**config.mk**
```make
export PLATFORM = sky130hd
export DESIGN_NAME = bf_io_port
export DESIGN_NICKNAME = d
export VERILOG_FILES = /design/src/rtl/bf_io_port_pkg.sv /design/src/rtl/bf_sync_fifo.sv /design/src/rtl/bf_io_port.sv
export SDC_FILE = /design/constraint.sdc
export NUM_CORES = 1
export LEC_CHECK = 0
export CAP_MARGIN = 20
export CORE_MARGIN = 1.5
export CORE_UTILIZATION = 43
export DETAILED_ROUTE_END_ITERATION = 7
export PLACE_DENSITY = 0.72
export SETUP_SLACK_MARGIN = 0.3
export SYNTH_ARGS = -nofsm -noshare
export SYNTH_HDL_FRONTEND = slang
export SYNTH_SLANG_ARGS = --single-unit
```
**constraint.sdc**
```tcl
create_clock -name clk -period 3.5 [get_ports clk]
set_input_delay 0.35 -clock clk [delete_from_list [all_inputs] [get_ports clk]]
set_output_delay 0.35 -clock clk [all_outputs]
set_load 0.02 [all_outputs]
```
**src/rtl/bf_io_port_pkg.sv**
```systemverilog
// Shared definitions for the byte-wide CPU I/O port: transfer direction codes
// and the handshake FSM state encoding.
package bf_io_port_pkg;

  localparam logic DIRECTION_READ  = 1'b0;
  localparam logic DIRECTION_WRITE = 1'b1;

  typedef enum logic [1:0] {
    IDLE    = 2'd0,
    WR_WAIT = 2'd1,
    RD_WAIT = 2'd2,
    ACK     = 2'd3
  } io_state_e;

endpackage

```
**src/rtl/bf_sync_fifo.sv**
```systemverilog
// Single-clock byte FIFO with occupancy count; simultaneous push and pop are
// both honoured, including a push into a full FIFO that is popped that cycle.
module bf_sync_fifo #(
  parameter int  FIFO_DEPTH = 16,
  localparam int AW         = $clog2(FIFO_DEPTH)
) (
  input  logic          clk,
  input  logic          rst,
  input  logic          push,
  input  logic [7:0]    push_data,
  input  logic          pop,
  output logic [7:0]    pop_data,
  output logic          full,
  output logic          empty,
  output logic [AW:0]   count
);

  logic [7:0]    mem [FIFO_DEPTH];
  logic [AW-1:0] wr_ptr;
  logic [AW-1:0] rd_ptr;
  logic          do_push;
  logic          do_pop;

  assign full     = (count == (AW+1)'(FIFO_DEPTH));
  assign empty    = (count == '0);
  assign do_pop   = pop & ~empty;
  assign do_push  = push & (~full | do_pop);
  assign pop_data = mem[rd_ptr];

  // NOTE: sequential state uses non-blocking assignments so every flop samples
  // the pre-edge values, independent of process ordering.
  always_ff @(posedge clk) begin
    if (rst) begin
      wr_ptr <= '0;
      rd_ptr <= '0;
      count  <= '0;
    end else begin
      if (do_push) wr_ptr <= wr_ptr + 1'b1;
      if (do_pop)  rd_ptr <= rd_ptr + 1'b1;
      case ({do_push, do_pop})
        2'b10:   count <= count + 1'b1;
        2'b01:   count <= count - 1'b1;
        default: count <= count;
      endcase
    end
  end

  // NOTE: storage has no reset; the pointers and count alone define which
  // entries are valid, so clearing the array would only add reset fan-out.
  always_ff @(posedge clk) begin
    if (do_push) mem[wr_ptr] <= push_data;
  end

endmodule

```
**src/rtl/bf_io_port.sv**
```systemverilog
// CPU-facing byte I/O port: a request/acknowledge handshake in front of a TX
// FIFO drained by the host and an RX FIFO filled by the host.
module bf_io_port
  import bf_io_port_pkg::*;
#(
  parameter int  FIFO_DEPTH = 16,
  localparam int CW         = $clog2(FIFO_DEPTH) + 1
) (
  input  logic          clk,
  input  logic          rst,
  input  logic          io_req,
  input  logic          io_dir,
  input  logic [7:0]    io_wdata,
  output logic          io_ack,
  output logic [7:0]    io_rdata,
  output logic          tx_valid,
  input  logic          tx_ready,
  output logic [7:0]    tx_data,
  input  logic          rx_valid,
  output logic          rx_ready,
  input  logic [7:0]    rx_data,
  output logic [CW-1:0] tx_count,
  output logic [CW-1:0] rx_count
);

  io_state_e  state;
  io_state_e  state_nxt;
  logic       tx_push;
  logic       tx_pop;
  logic       tx_full;
  logic       tx_empty;
  logic       rx_push;
  logic       rx_pop;
  logic       rx_full;
  logic       rx_empty;
  logic [7:0] rx_head;

  assign tx_valid = ~tx_empty;
  assign tx_pop   = tx_valid & tx_ready;
  assign rx_ready = ~rx_full;
  assign rx_push  = rx_valid & rx_ready;

  // NOTE: every output of this block is given a default first so no path
  // leaves a signal unassigned and a latch can never be inferred.
  always_comb begin
    state_nxt = state;
    tx_push   = 1'b0;
    rx_pop    = 1'b0;
    case (state)
      IDLE: begin
        if (io_req) begin
          if (io_dir == DIRECTION_WRITE) begin
            if (!tx_full) begin
              tx_push   = 1'b1;
              state_nxt = ACK;
            end else begin
              state_nxt = WR_WAIT;
            end
          end else begin
            if (!rx_empty) begin
              rx_pop    = 1'b1;
              state_nxt = ACK;
            end else begin
              state_nxt = RD_WAIT;
            end
          end
        end
      end
      // A host drain in the same cycle frees the slot a full FIFO needs.
      WR_WAIT: begin
        if (!io_req) begin
          state_nxt = IDLE;
        end else if (!tx_full || tx_pop) begin
          tx_push   = 1'b1;
          state_nxt = ACK;
        end
      end
      RD_WAIT: begin
        if (!io_req) begin
          state_nxt = IDLE;
        end else if (!rx_empty) begin
          rx_pop    = 1'b1;
          state_nxt = ACK;
        end
      end
      ACK: begin
        if (!io_req) state_nxt = IDLE;
      end
      default: state_nxt = IDLE;
    endcase
  end

  always_ff @(posedge clk) begin
    if (rst) begin
      state    <= IDLE;
      io_ack   <= 1'b0;
      io_rdata <= '0;
    end else begin
      state  <= state_nxt;
      io_ack <= (state_nxt == ACK);
      if (rx_pop) io_rdata <= rx_head;
    end
  end

  bf_sync_fifo #(.FIFO_DEPTH(FIFO_DEPTH)) u_tx_fifo (
    .clk       (clk),
    .rst       (rst),
    .push      (tx_push),
    .push_data (io_wdata),
    .pop       (tx_pop),
    .pop_data  (tx_data),
    .full      (tx_full),
    .empty     (tx_empty),
    .count     (tx_count)
  );

  bf_sync_fifo #(.FIFO_DEPTH(FIFO_DEPTH)) u_rx_fifo (
    .clk       (clk),
    .rst       (rst),
    .push      (rx_push),
    .push_data (rx_data),
    .pop       (rx_pop),
    .pop_data  (rx_head),
    .full      (rx_full),
    .empty     (rx_empty),
    .count     (rx_count)
  );

endmodule

```
After elaboration in Yosys (flattened, before gate mapping)
Memories as Yosys holds them, arrays and structs flattened. A register that Yosys moved wholly into a read port is not among the register bits.
Index checks and enable logic that the tools add are counted.

word-level totals
  bits in registers = 29
  latch bits = 0
  bits in writable memories = 256
  memory bits (read-only) = 0
  input port bits = 22
  output and inout bits = 29
  logic and storage cells = 76
  memories = 2

memories
  memory         words  bits a word  rd ports  clocked after memory_dff  write ports  RTL line            source
  u_rx_fifo.mem  16     8            1         1                         1            bf_sync_fifo.sv:18  logic [7:0] mem [FIFO_DEPTH];
  u_tx_fifo.mem  16     8            1         1                         1            bf_sync_fifo.sv:18

operators by class
  $add $sub $neg = 8
  multipliers = 0
  divide/modulo/power cells = 0
  order comparisons = 0
  eq/ne operators = 10
  shifts and indexed selects = 0
  mux-type cells = 29
  bitwise gates (word level) = 12
  reductions and logical operators = 7

operators with widths
  cell                                              count
  case mux 5 bit (2 select lines)                   2
  adder 4 x 1 -> 4 bit, second input constant       4
  2-to-1 mux 2 bit                                  8
  2-to-1 mux 1 bit                                  14
  adder 5 x 1 -> 5 bit, second input constant       2
  == test 2 bit, second input constant              5
  == test 5 bit, second input constant              2
  zero test 5 bit                                   2
  subtractor 5 x 1 -> 5 bit, second input constant  2
  2-to-1 mux 4 bit                                  2
  case mux 2 bit (4 select lines)                   1
  AND 1 bit                                         6
  == test 2 x 1 -> 1 bit, second input constant     3
  inverter 1 bit                                    4
  case mux 1 bit (2 select lines)                   2
  nonzero test 2 bit                                2
  zero test 2 bit                                   1
  bitwise OR 1 bit                                  2
  zero test 1 bit                                   1
  logical OR 1 bit                                  1

Logic depth before layout (Yosys ltp)
  depth after elaboration = 10
  depth in mapped cells = 15
  mapped depth without buffers = 11

By module
A second synthesis with hierarchy kept.

second synthesis, totals
  cells, all modules = 703
  area, all modules = 12265.5 um2

modules (own cells, without submodules)
  module                     times used  cells each  area each (um2)
  bf_sync_fifo at u_rx_fifo  1           325         5870.6
  bf_sync_fifo at u_tx_fifo  1           325         5866.9
  bf_io_port                 1           53          528.0

Least setup slack after synthesis
Ideal clock, no wire load.

  path type = register to register
  start point = register u_rx_fifo.count[0]
  end point = register u_rx_fifo.count[4]
  setup time = 0.121 ns
  arrival = 3.108 ns
  path slack = 0.271 ns
  cell stages (with the launch flop) = 11
  path buffers = 1
  cell sequence = dfxtp_1 or4_1 o2111ai_2 inv_2 buf_2 ha_1 fa_1 a21o_1 a21oi_1 mux2i_1 mux2_2

between the ends
  word-level cells in the longest chain between the ends = 10
  elaborated cells on any way between the ends = 19
  classes of those cells = 2 x add/sub; 3 x eq/ne; 6 x mux; 6 x bitwise; 2 x reduce/logical

ends and longest elaborated chain
  what                                                                          RTL line                            source
  start, declared                                                               bf_sync_fifo.sv:15                  output logic [AW:0] count
  start signal, assigned                                                        bf_sync_fifo.sv:41                  2'b10: count <= count + 1'b1;
  start signal, assigned                                                        bf_sync_fifo.sv:42                  2'b01: count <= count - 1'b1;
  start signal, assigned                                                        bf_sync_fifo.sv:43                  default: count <= count;
  zero test 5 bit *                                                             bf_sync_fifo.sv:25                  assign empty = (count == '0);
  2-to-1 mux 1 bit                                                              bf_io_port.sv:60, bf_io_port.sv:81
  2-to-1 mux 1 bit                                                              bf_io_port.sv:52                    if (io_dir == DIRECTION_WRITE) begin
  2-to-1 mux 1 bit                                                              bf_io_port.sv:51                    if (io_req) begin
  case mux 1 bit (2 select lines)                                               bf_io_port.sv:49                    case (state)
  AND 1 bit *                                                                   bf_sync_fifo.sv:26                  assign do_pop = pop & ~empty;
  via u_rx_fifo.do_pop                                                          bf_sync_fifo.sv:22                  logic do_pop;
  bitwise OR 1 bit                                                              bf_sync_fifo.sv:27                  assign do_push = push & (~full | do_pop);
  AND 1 bit                                                                     bf_sync_fifo.sv:27
  == test 2 x 1 -> 1 bit / == test 2 bit (equally long branches)                bf_sync_fifo.sv:40                  case ({do_push, do_pop})
  case mux 5 bit (2 select lines) / nonzero test 2 bit (equally long branches)  -

The timed path passes the listed nets; every way through them passes the cells marked *.
A chain may end at the register's enable or synchronous reset.

==> PnR_summary.wiki <==
{| class="wikitable"
! Metric !! Value
|-
| Type of the worst min-delay path || reg2reg
|-
| Required time of the critical path || 3.15 ns
|-
| Clock Latency Late Sink || 0.53 ns
|-
| Flops & latches, synth || 297
|-
| Max-slew headroom || 41.06%
|-
| CTS root buf || sky130_fd_sc_hd__clkbuf_16
|-
| Top cell family by delay on the critical path || multiplexers
|-
| Clock Sink Count || 297
|-
| Number of failing setup endpoints in the final timing report || 0
|-
| Combined area of the multi-input logic cells || 3271 um^2
|-
| Fraction of registers with async set or reset after synthesis || 0%
|-
| HPWL after DPL || 14930 um
|-
| Cell taking the most area after synthesis || sky130_fd_sc_hd__edfxtp_1
|-
| Total routed wirelength || 23620 um
|-
| Vias in the first global route || 6177
|-
| DR WL/cell || 20.47 um
|-
| Sequential share of the synthesized area || 70.98%
|-
| Top cell type's share of synthesized area || 64.13%
|-
| Height of the die || 170.0 um
|-
| Result of the run || complete, no violations
|-
| EDFF count, synth || 256
|-
| Nets@finish || 801
|-
| Total negative slack || 0 ns
|-
| Clock tree from TritonCTS || yes
|-
| Number of vias per cell after detailed routing || 5.429
|-
| WP data arrival || 2.72 ns
|-
| DRC violation total after the first TritonRoute iteration || 453
|-
| Count of maximum capacitance violations || 0
|-
| Synthesized instance count || 704
|-
| Endpoint type of the worst setup path || primary output
|-
| Syn Nets || 745
|-
| Filler instances || 2245
|-
| Biggest cell delay along the critical path || 0.56 ns
|-
| Overall routing resource usage || 16.44%
|-
| Hold Violations, Final || 0
|-
| Overall power || 0.008934 W
|-
| Final core utilization || 50.89%
|-
| Via count of the routed design || 6265
|-
| Crit path kind || reg2out
|-
| Critical path's most frequent cell || sky130_fd_sc_hd__mux4_2
|-
| Slew of the pin with the lowest slew margin || 0.8809 ns
|-
| Cell Pwr Density || 646.0 nW/um^2
|-
| Final RePlAce weighted congestion || 0.8315
|-
| Remaining design rule violation count || 0
|-
| Ranking of synthesized cells by area || sky130_fd_sc_hd__edfxtp_1 64%, sky130_fd_sc_hd__mux4_2 7.5%, sky130_fd_sc_hd__dfxtp_1 6.8%
|-
| Tcrit/Tclk final || 87.81%
|-
| Maximum number of pins on one net before global-route repair || 39
|-
| Number of different library cells in the post-synthesis netlist || 52
|-
| Type of origin of the critical path || register
|-
| Worst-path fanout max || 10
|-
| Post-detailed-route count of antenna-violating nets || 0
|-
| H-tree depth || 1
|-
| Longest Clk Path Bufs || 3
|-
| Worst Hold Margin || 0.5067 ns
|-
| Period minus WS final || 3.073 ns
|-
| Final antenna diode count || 0
|-
| Pleak || 4.426 nW
|-
| Num rows || 60
|-
| Fmax || 325.4 MHz
|-
| Commonest cells in the synthesized netlist || 256 x sky130_fd_sc_hd__edfxtp_1, 70 x sky130_fd_sc_hd__mux2i_1, 46 x sky130_fd_sc_hd__nor2_1
|-
| Global-route wire length before repair || 35910 um
|-
| CTS Buf Count || 29
|-
| Final max-slew violation count || 0
|-
| I/O Pins || 51
|-
| Share of final-layout standard cells stronger than drive strength 1 || 15.22%
|-
| Growth of design area from synthesis to finish || 15.39%
|-
| Sequential cell area || 8516 um^2
|-
| Post-synthesis area per instance || 17.03 um^2
|-
| CTS hold repair buffers || 0
|-
| Worst clock skew || 0.01454 ns
|-
| CTS clock-pin slew for the worst setup and hold paths || 0.06 ns
|-
| Post-route non-filler standard cell count || 1154
|-
| Effective utilization at floorplan || 44.11%
|-
| Maximum VDD drop || 0.4186 mV
|-
| Count of placed standard cells including taps || 1101
|-
| Crit path max-delay cell type || sky130_fd_sc_hd__clkdlybuf4s50_1
|-
| TritonRoute pass-1 iters || 4
|-
| Worst path buffer plus inverter count || 2
|-
| Die X || 170.0 um
|-
| Unrepaired setup endpoints after global routing || false
|-
| Area inside the core boundary || 27180 um^2
|-
| Antenna violations before repair || 0
|-
| Most common cell in the netlist || sky130_fd_sc_hd__edfxtp_1
|-
| Netlist area before placement || 11990 um^2
|-
| Number of input and output port buffers inserted || 50
|-
| Top FF cell, synth || sky130_fd_sc_hd__edfxtp_1
|-
| Total Die Area || 28890 um^2
|-
| Ordered list of cells on the worst path || buf_12 -> mux4_2 -> mux4_2 -> clkdlybuf4s50_1
|-
| Remaining Overflow, GRT || 0
|-
| Yosys Warn Count || 0
|}
==> stage by stage <==
stage,cell area (um^2),worst slack (ns)
CTS,13810,0.3080
global route,13830,0.3135
global placement,12930,0.3889
detailed placement,12930,0.3408
finish,13830,0.4268
floorplan,12000,0.3017
==> state kept, by name, indices dropped and copies added (netlist names), named ones only <==
| register | cells |
|---|---|
| u_rx_fifo.mem | 128 |
| u_tx_fifo.mem | 128 |
| io_rdata | 8 |
| u_rx_fifo.count | 5 |
| u_tx_fifo.count | 5 |
| u_rx_fifo.rd_ptr | 4 |
| u_rx_fifo.wr_ptr | 4 |
| u_tx_fifo.rd_ptr | 4 |
| u_tx_fifo.wr_ptr | 4 |
| state | 2 |
| io_ack | 1 |
==> where the power goes <==
part	internal, W	switching, W
clock	0.00159	0.00128
combinational	0.000920	0.000986
sequential	0.00399	0.000164
total	0.00650	0.00243
==> worst min-delay path, cell delays in order, from the launching register on <==
cell and delay (ns):
sky130_fd_sc_hd__dfxtp_1 0.31, sky130_fd_sc_hd__nor2_1 0.10, sky130_fd_sc_hd__a211oi_1 0.05
==> layer usage <==
metal  GRT usage, %  share of wire [%]  up-vias  wire length, um
met2          26.98                 48      163            11410
met4          4.078                1.7        0              405
met3          2.140                4.5       32             1069
met1          23.35                 45     3180            10730
met5              0                  0        -                0
li1               -                  -     2890                -
==> cell type report <==
cell class / count / share of cell area (%)
Tap cell: 372 / 3.365
Multi-Input combinational cell: 354 / 23.65
Inverter: 14 / 0.3800
Clock inverter: 23 / 1.086
Timing Repair Buffer: 64 / 4.677
Clock buffer: 30 / 5.274
Sequential cell: 297 / 61.57
==> cell families (layout without fill, tap and decap cells) <==
logic type,Yosys count,after routing,share of synthesized area [%]
AOI/OAI and AO/OA,79,79,4.635
xor gates and xnor gates,13,13,0.9499
adders and majority gates,19,19,2.046
buffers and inverters,53,131,1.962
DFF,297,297,70.98
muxes,114,114,13.77
and+or+nand+nor,129,129,5.658
==> repair_timing <==
action,4_1_cts,5_1_grt
pin swaps,0,0
setup buffers,0,0
setup endpoints to repair,5,5
gates resized for setup,2,4
==> cells in the final DEF, fill, tap and decap left out, types with 4 or more instances in the layout <==
cell type                         netlist  routed
sky130_fd_sc_hd__o22ai_1               33      33
sky130_fd_sc_hd__mux4_2                40      40
sky130_fd_sc_hd__clkbuf_16              0      29
sky130_fd_sc_hd__and3_1                14      14
sky130_fd_sc_hd__o21ai_0                5       5
sky130_fd_sc_hd__ha_1                  18      17
sky130_fd_sc_hd__and2_1                 5       5
sky130_fd_sc_hd__a211oi_1               8       8
sky130_fd_sc_hd__clkdlybuf4s50_1        0      47
sky130_fd_sc_hd__nor4_1                10      10
sky130_fd_sc_hd__or3_1                  6       6
sky130_fd_sc_hd__o211ai_1               4       4
sky130_fd_sc_hd__a21oi_1               11      11
sky130_fd_sc_hd__mux2i_1               70      70
sky130_fd_sc_hd__nand2b_1               9       9
sky130_fd_sc_hd__nand3b_1               4       4
sky130_fd_sc_hd__nor2b_1                7       7
sky130_fd_sc_hd__clkinv_2               0      12
sky130_fd_sc_hd__nor2_1                46      46
sky130_fd_sc_hd__nor3_1                 5       5
sky130_fd_sc_hd__buf_4                  0      11
sky130_fd_sc_hd__clkinv_1               0       5
sky130_fd_sc_hd__nand2_1               12      12
sky130_fd_sc_hd__xnor2_1                4       4
sky130_fd_sc_hd__inv_1                 13      13
sky130_fd_sc_hd__xor2_1                 9       9
sky130_fd_sc_hd__nand3_1                4       4
sky130_fd_sc_hd__dfxtp_1               41      39
sky130_fd_sc_hd__edfxtp_1             256     256
==> path summary, 6_finish.rpt <==
path	slack, ns	cells after the start	to	start
min reg2reg	0.51	2	io_rdata[2]	io_rdata[2]
max	0.43	4	tx_data[3]	register
max reg2reg	0.47	9	u_rx_fifo.count[4]	u_rx_fifo.count[0]
min	0.51	2	io_rdata[2]	io_rdata[2]
(Power assumes the default switching activity.)
==> patch (same settings) <==
`FIFO_DEPTH` is set to 16 in 2 places; all go to 8.
--- a/src/rtl/bf_sync_fifo.sv
+++ b/src/rtl/bf_sync_fifo.sv
@@ -2,5 +2,5 @@
 // both honoured, including a push into a full FIFO that is popped that cycle.
 module bf_sync_fifo #(
-  parameter int  FIFO_DEPTH = 16,
+  parameter int  FIFO_DEPTH = 8,
   localparam int AW         = $clog2(FIFO_DEPTH)
 ) (
--- a/src/rtl/bf_io_port.sv
+++ b/src/rtl/bf_io_port.sv
@@ -4,5 +4,5 @@
   import bf_io_port_pkg::*;
 #(
-  parameter int  FIFO_DEPTH = 16,
+  parameter int  FIFO_DEPTH = 8,
   localparam int CW         = $clog2(FIFO_DEPTH) + 1
 ) (
Interface: changed (resized rx_count and tx_count); port bits go from 51 to 49. No check against the original RTL was run, so the function may have changed too.
==> patch against the unedited design <==
Setup slack better by 0.25 ns. Routed wire length down 51%. Die area down 46%. Sequential cell count down 135. Design area down 44%. Total power down 42%. Area after synthesis down 46%. Final cell count down 45%. Largest power group unchanged.
==> patch: results (changes against the unedited design) <==
Logic synthesis
  • Complex-gate fraction of the synthesized area: 2.79% (-1.8 points)
  • Synth Area in Adders: 2.25% (+0.21 points)
  • Yosys warnings: 0 (unchanged)
  • Xor and xnor area share after synthesis: 1.49% (+0.54 points)
  • Multiplexer area fraction after synthesis: 13.2% (-0.55 points)
  • Number of synthesized flops with an enable pin: 128 (-50%)
  • Cells after Synth: 378 (-46%)
  • Seq/Total Area, Yosys: 70.2% (-0.81 points)
  • Ranking of synthesized cells by area: edfxtp_1 (60%), mux4_2 (11%), dfxtp_1 (11%), nor2_1 (2.1%), ha_1 (1.9%)
  • Syn_nets: 411 (-45%)
  • Commonest cells post-synth: edfxtp_1 (128), nor2_1 (36), dfxtp_1 (34)
  • Netlist cell types: 43 (-17%)
  • Async SR Flop Fraction: 0% (unchanged)
  • Dominant synthesized flop cell: edfxtp_1

STA
  • Max Clock Skew: 0.00924 ns (-0.00530 ns)
  • Relative slew margins: 40.7% (-0.36 points)

Placed design
  • GPL Wtd Cong: 0.738 (-11%)
  • Port bufs: 48 (-4.0%)
  • DP Area: 7190 sq um (-44%)
  • Placed cell count: 608 (-45%)
  • Dpl hpwl: 7350 microns (-51%)
  • Worst slack at placement: 0.461 ns (+0.120 ns)

Critical path
  • Worst path max stage delay: 0.81 ns (+0.25 ns)
  • Critical path peak fanout: 16 (+6)
  • Signal arrival time at the worst endpoint: 2.47 ns (-0.25 ns)
  • Crit-path slowest cell: dfxtp_1

Drt
  • Routed wire per std cell: 18.2 microns (-11%)
  • DR vias/cell: 5.29 (-2.5%)
  • Via count: 3382 (-46%)
  • Initial DRT Pass Iterations: 4 (unchanged)
  • DRT iter0 DRCs: 181 (-60%)

Global routing
  • Initial antenna violation count: 0 (unchanged)
  • Global Route Usage Sum: 15.9% (-0.54 points)
  • Number of global-route vias before repair: 3489 (-44%)
  • First-pass GRT wire length: 18600 microns (-48%)
  • Largest net degree at the start of global routing: 19 (-51%)

Cells and area
  • Share of layout cells above drive strength 1: 21.5% (+6.3 points)
  • ANT cells: 0 (unchanged)
  • Biggest regs: u_rx_fifo.mem (64), u_tx_fifo.mem (64), io_rdata (8)
  • Net count, final: 476 (-41%)

Clock network
  • # H-tree levels: 4 (+3)
  • Post-CTS repair timing setup buffer count: 0 (unchanged)
  • Worst-skew pair later-pin latency: 0.43 ns (-0.10 ns)
  • Number of buffers created by CTS: 17 (-41%)
  • CTS Root Cell: clkbuf_16
  • Max Buffers Root-to-Sink: 2 (-1)
  • Clock transition at path regs: 0.06 ns (about the same)
  • Post-CTS sizing: 0 (-2)

Min path
  • Hold Crit Class: reg2reg

Pwr
  • Peak VDD IR: 379 uV (-9.5%)
  • Leakage: 2.56 nW (-42%)

Run status
  • Status: finished, final reports clean
-- patch: logic make-up after synthesis --
logic type,after synthesis
flip-flops,162
AND/OR/NAND/NOR,98
multiplexers,44
AO/OA/AOI/OAI,27
buffers and inverters,25
XOR/XNOR,11
adder cells (fa/ha/maj),11
-- patch: critical path, delay by kind of cell (launching register included) --
kind / cells / cell delay, ns
buffers and inverters: 1 / 0.53
DFF: 1 / 0.81
muxes: 2 / 0.70
-- patch: path summary, 6_finish.rpt --
| path | start | to | slack, ns | depth (start not counted) |
|---|---|---|---|---|
| max | flop | tx_data[7] | 0.68 | 3 |
| min reg2reg | u_tx_fifo.rd_ptr[1]$_SDFFE_PP0P_ | u_tx_fifo.rd_ptr[1]$_SDFFE_PP0P_ | 0.48 | 2 |
| min | u_tx_fifo.rd_ptr[1]$_SDFFE_PP0P_ | u_tx_fifo.rd_ptr[1]$_SDFFE_PP0P_ | 0.48 | 2 |
| max reg2reg | u_rx_fifo.count[3]$_SDFFE_PP0P_ | u_rx_fifo.count[3]$_SDFFE_PP0P_ | 0.76 | 8 |
-- patch: layout make-up --
cell class                 count  area (sq um)
clock buffer                  17           425
sequential                   162          4520
clock inverter                14           141
fill                        1178          6840
tap                          184           230
inverter                       7          26.3
timing repair buffer          64           601
multi-input combinational    191          1800
-- patch: stage by stage --
step                hold WS, ns  power [mW]
finish                    0.482        5.20
CTS                       0.491        5.26
floorplan                 0.449        3.13
global route              0.507        5.43
global placement          0.475        3.46
detailed placement        0.482        3.49
-- patch: metal layers --
| metal | vias to the layer above | GRT usage [%] | share of wire [%] | wire [microns] |
|---|---|---|---|---|
| met5 | - | 0 | 0 | 0 |
| met4 | 0 | 5.82 | 0.96 | 112 |
| met3 | 9 | 5.05 | 3.9 | 457 |
| met2 | 62 | 27.5 | 54 | 6300 |
| met1 | 1704 | 18.6 | 41 | 4790 |
| li1 | 1607 | - | - | - |
-- patch: report_power, final --
part | switching [mW] | internal [mW]
Combinational | 0.545 | 0.583
Sequential | 0.112 | 2.20
Clock | 0.726 | 1.04
